`config.mk`:
```
export PLATFORM = sky130hd
export DESIGN_NAME = cv32e40p_perm_fault_tracker_ft
export DESIGN_NICKNAME = d
export VERILOG_FILES = /design/src/rtl/cv32e40p_perm_fault_tracker_ft.sv
export SDC_FILE = /design/constraint.sdc
export NUM_CORES = 1
export LEC_CHECK = 0
export CORE_MARGIN = 3
export CORE_UTILIZATION = 37
export DETAILED_ROUTE_END_ITERATION = 8
export GPL_ROUTABILITY_DRIVEN = 0
export SKIP_CTS_REPAIR_TIMING = 1
export SYNTH_ARGS = -nofsm -noshare
export SYNTH_HDL_FRONTEND = slang
export SYNTH_SLANG_ARGS = --single-unit
```
`constraint.sdc`:
```
create_clock -name clk -period 9.3 [get_ports clk]
set_input_delay 1.86 -clock clk [delete_from_list [all_inputs] [get_ports clk]]
set_output_delay 1.86 -clock clk [all_outputs]
set_load 0.02 [all_outputs]
```
`src/rtl/cv32e40p_perm_fault_tracker_ft.sv`:
```
// cv32e40p_perm_fault_tracker_ft: per-replica permanent-fault classifier for the TMR ALU/MULT voters
module cv32e40p_perm_fault_tracker_ft #(
  parameter int ERR_THRESHOLD = 3,
  parameter int DECAY_WIN = 16
) (
  input  logic       clk,
  input  logic       rst_n,
  input  logic       clear_i,
  input  logic       alu_valid_i,
  input  logic [3:0] alu_active_i,
  input  logic [3:0] alu_err_i,
  input  logic       mult_valid_i,
  input  logic [2:0] mult_err_i,
  output logic [3:0] permanent_faulty_alu_o,
  output logic [2:0] permanent_faulty_mult_o,
  output logic       fault_event_o,
  output logic       unresolved_o
);
  localparam int EW = $clog2(ERR_THRESHOLD + 1);
  localparam int CW = $clog2(DECAY_WIN);
  typedef enum logic [1:0] {OK, SUSPECT, FAULTY} state_e;
  logic [6:0] faulty, chk, err, upd, rise;
  logic [2:0] alu_c, alu_e;
  logic [1:0] mult_c, mult_e;
  logic       alu_vote, mult_vote, alu_unres, mult_unres;
  assign err = {mult_err_i, alu_err_i};
  assign chk = {{3{mult_valid_i}} & ~faulty[6:4], {4{alu_valid_i}} & alu_active_i & ~faulty[3:0]};
  // Majority resolution per unit; only a clear minority of dissenters lets trackers advance
  always_comb begin
    alu_c      = 3'($countones(chk[3:0]));
    alu_e      = 3'($countones(chk[3:0] & err[3:0]));
    mult_c     = 2'($countones(chk[6:4]));
    mult_e     = 2'($countones(chk[6:4] & err[6:4]));
    alu_unres  = alu_c >= 3'd2 && alu_e >= alu_c - 3'd1;
    mult_unres = mult_c >= 2'd2 && mult_e >= mult_c - 2'd1;
    alu_vote   = alu_c >= 3'd2 && !alu_unres;
    mult_vote  = mult_c >= 2'd2 && !mult_unres;
  end
  assign upd = chk & {{3{mult_vote}}, {4{alu_vote}}};
  for (genvar g = 0; g < 7; g++) begin : g_trk
    state_e        s_q, s_d;
    logic [EW-1:0] e_q, e_d;
    logic [CW-1:0] c_q, c_d;
    // Error integration with decay of one error per DECAY_WIN clean checked ops
    always_comb begin
      s_d = s_q;
      e_d = e_q;
      c_d = c_q;
      if (upd[g] && s_q != FAULTY) begin
        if (err[g]) begin
          e_d = (e_q == EW'(ERR_THRESHOLD)) ? e_q : e_q + 1'b1;
          c_d = '0;
          s_d = (e_d == EW'(ERR_THRESHOLD)) ? FAULTY : SUSPECT;
        end else if (s_q == SUSPECT) begin
          c_d = (c_q == CW'(DECAY_WIN - 1)) ? '0 : c_q + 1'b1;
          e_d = (c_q == CW'(DECAY_WIN - 1)) ? e_q - 1'b1 : e_q;
          s_d = (e_d == '0) ? OK : SUSPECT;
        end
      end
    end
    // Tracker state; software clear wins over any same-cycle report
    always_ff @(posedge clk) begin
      if (!rst_n || clear_i) begin
        s_q <= OK;
        e_q <= '0;
        c_q <= '0;
      end else begin
        s_q <= s_d;
        e_q <= e_d;
        c_q <= c_d;
      end
    end
    assign faulty[g] = s_q == FAULTY;
    assign rise[g]   = s_d == FAULTY && s_q != FAULTY;
  end
  assign permanent_faulty_alu_o  = faulty[3:0];
  assign permanent_faulty_mult_o = faulty[6:4];
  // Registered one-cycle event pulses
  always_ff @(posedge clk) begin
    if (!rst_n || clear_i) begin
      fault_event_o <= 1'b0;
      unresolved_o  <= 1'b0;
    end else begin
      fault_event_o <= |rise;
      unresolved_o  <= alu_unres || mult_unres;
    end
  end
endmodule

```
==> metrics.md <==
| Metric | Value |
|---|---|
| Pre-CTS setup slack | roughly 2.9 ns |
| DR pass1 iterations | 4 |
| Setup violators final | 0 |
| Relative slew slack | 0.2376 |
| Via count | approximately 3400 |
| Avg Vias per Cell | between 5 and 6 |
| Rows | 36 |
| Net Count, Synth | between 500 and 600 |
| CP Class | in2reg |
| Crit. path cell count | 16 |
| Primary FF master, synth | dfxtp_1 |
| # nets final | 545 |
| Buffers and inverters on the worst path | 3 |
| Cells after Synth | around 490 |
| Post-synthesis cell type count | 57 |
| Seq/Total Area, Yosys | 0.3038 |
| Setup TNS after final layout | 0 ns |
| Cts bufs inserted | 9 |
| Leak Pwr | between 1.5 and 2 nW |
| Int Pwr | approximately 0.44 mW |
| R2R cell count | 15 |
| Combinational power share | 0.150 |
| Hold Crit Depth | 2 |
| Die Ht | around 110 µm |
| Post-DP HPWL | roughly 5800 µm |
| Vias in the first global route | around 3100 |
| Pin count of the biggest net entering global routing | between 50 and 60 |
| Mean Syn Cell Area | between 7 and 8 µm² |
| Status | completed |
| Sequential Power Share | 0.416 |
| Critical Path Fanout Max | 22 |
| Fmax | about 160 MHz |
| VDD IR max | ~0.00008 V |
| Clk_skew | about 0.0070 ns |
| Layout cells sized above 1 | 0.05221 |
| CTS tree | built |
| Worst slew pin tran | ~1.1 ns |
| Post-synth EDFFs | 0 |
| Max-slew violations | 0 |
| Reg area | approximately 1200 µm² |
| Synth warnings | 0 |
| Area of the multi-input gates | between 2000 and 2500 µm² |
| Post-Synthesis Cell Area | roughly 3800 µm² |
| Routed Wire Length | roughly 8400 µm |
| Max-cap viol count | 0 |
| Crit-path max cell delay | 0.65 ns |
| Final Util | 0.4388 |
| GRT Total Usage | 0.1521 |
| Required time of the worst setup path | between 9 and 10 ns |
| H-tree depth | 3 |
| Grt total ovfl | 0 |
| ANT cells | 0 |
| Area Growth Syn to Fin | 13.75% |
| Cell Pwr Density | approximately 140 nW/µm² |
| Hold path startpoint | g_trk[4].c_q[1] |
| Crit path cell chain | clkdlybuf4s50_1, nand2_1, nor2_1, fa_1, ha_1, ha_1, inv_1, ha_1, xnor2_1, ha_1, a211o_1, a31oi_1, buf_4, nand2_1, or4b_2, a21oi_1 |
| Power share of the clock group | 0.434 |
| Unrepaired setup endpoints after global routing | false |
| Hold Fails Final Rpt | 0 |
| Final setup margin | 3.229 ns |
| Min cycle time layout | just over 6 ns |
| Worst r2r src | g_trk[0].s_q[1] |
| Hold Path Class | reg2reg |
| Detailed-route wire length per cell | ~13 µm |
| Die area | 11590 µm² |
| Kind of end point of the critical path | flop |
| First-pass GRT wire length | between 10000 and 15000 µm |
| Post-DRT Antenna Nets | 0 |
| Cell accounting for the most synthesized area | dfxtp_1 |
| Initial DRC Count | ~180 |
| Latest clock arrival within the worst-skew pair | about 0.34 ns |
| Antenna violations before repair | 0 |
| Top delay family on crit path | adder cells |
| Worst Setup SP | alu_valid_i |
| Synth Register Bits | 58 |
| Clock root buffer | clkbuf_8 |
| Die Width | ~110 µm |
| Largest cells by area after synthesis | dfxtp_1 (30%), ha_1 (10%), a21oi_1 (5.8%) |
| Sw Pwr | between 0.15 and 0.2 mW |
| Synth top area share | 0.3038 |
| DRC violations left | 0 |
| Slowest CP cell | or4b_2 |
| Fraction of registers with async set/reset | 0 |
| Startpoint Class | input pin |
| Filler instances | roughly 970 |
| CTS clock-pin slew for the worst setup and hold paths | about 0.070 ns |
| Share of the clock period used by the worst path | 0.6528 |
| Crit path top cell by count | ha_1 |
| Switch share | 0.2672 |
| CTS Buffer Depth | 2 |
| Crit path DAT | 6.32 ns |
| Ports | 25 |
| CTS Sinks | 58 |
| Initial core utilization | 0.3857 |
| Core area | 9910 µm² |
| IO buf count | 24 |
tightest hold or removal path: stages (launching register included):
cell	delay, ns
dfxtp_1	0.32
nand2_1	0.06
a21oi_1	0.05
worst paths after layout:
| kind | slack [ns] | end |
|---|---|---|
| min | 0.48 | g_trk[4].c_q[1] |
| min reg2reg | 0.48 | g_trk[4].c_q[1] |
| max reg2reg | 4.96 | g_trk[2].c_q[2] |
| max | 3.23 | g_trk[2].c_q[2] |
Yosys cell counts (3+ instances only):
master    count
dfxtp_1      58
nor2_1       55
a21oi_1      44
nand2_1      35
ha_1         32
o21ai_0      28
inv_1        27
clkbuf_1     24
nand3_1      17
nor2b_1      15
a211oi_1     14
and3_1       12
or4_1        10
a31oi_1       9
and2_1        9
nand2b_1      8
a32oi_1       6
nor3_1        5
buf_2         4
fa_1          4
o211ai_1      4
o31ai_1       4
or4b_1        4
a21o_1        3
a22oi_1       3
nand4_1       3
nor3b_1       3
xor2_1        3
metal layers:
metal	global-route usage	vias up	routed length, µm
met5	0	-	0
met2	0.2416	54	3806
met1	0.2026	1587	4189
met3	0.04319	7	350
met4	0.04058	0	97
li1	-	1771	-
through the flow:
step / power (mW) / hold WS, ns / area (µm²) / cells
finish: 0.6070 / 0.4793 / 4348 / 631
CTS: 0.6160 / 0.4792 / 4348 / 631
floorplan: 0.3252 / 0.4491 / 3822 / 485
global route: 0.6376 / 0.4970 / 4348 / 631
global placement: 0.3458 / 0.4658 / 4129 / 615
detailed placement: 0.3489 / 0.4703 / 4129 / 615
final cells by class:
class                   count  share of cell area
clock buffers              11             0.03252
clock inverters             5             0.01784
inverters                  28             0.02417
multi-input cells         371              0.5632
flip-flops and latches     58              0.2670
well taps                 133             0.03827
repair buffers             25             0.05698
power groups by stage:
stage	Combinational, mW	Clock (mW)	Sequential [mW]
global route	0.103	0.282	0.253
global placement	0.0878	0	0.258
floorplan	0.0670	0	0.258
CTS	0.0914	0.272	0.252
detailed placement	0.0909	0	0.258
finish	0.0910	0.264	0.252
flip-flops by register name (all words and copies together), names as in the netlist:
register,cells
g_trk.s_q,14
g_trk.e_q,14
fault_event_o,1
unresolved_o,1
g_trk.c_q,28
cells by family after synthesis:
logic type      synth area share
buf+inv                  0.05630
fa+ha+maj                 0.1257
xor+xnor                 0.01146
compound gates            0.2403
simple gates              0.2543
mux                     0.008183
flops                     0.3038
layout by cell type (no fill, tap or decap), drive strengths merged, types with 4 or more instances in the layout:
| cell | count |
|---|---|
| and3 | 12 |
| o211ai | 4 |
| or4 | 10 |
| clkdlybuf4s50 | 24 |
| o21ai | 28 |
| nand2 | 35 |
| nor2b | 15 |
| clkbuf | 11 |
| and2 | 9 |
| nand2b | 9 |
| a31oi | 9 |
| nor2 | 55 |
| dfxtp | 58 |
| fa | 4 |
| nor3 | 5 |
| inv | 28 |
| a21oi | 44 |
| o31ai | 4 |
| a211oi | 14 |
| a32oi | 6 |
| ha | 32 |
| nand3 | 17 |
| or4b | 5 |
(Power assumes the default switching activity.)
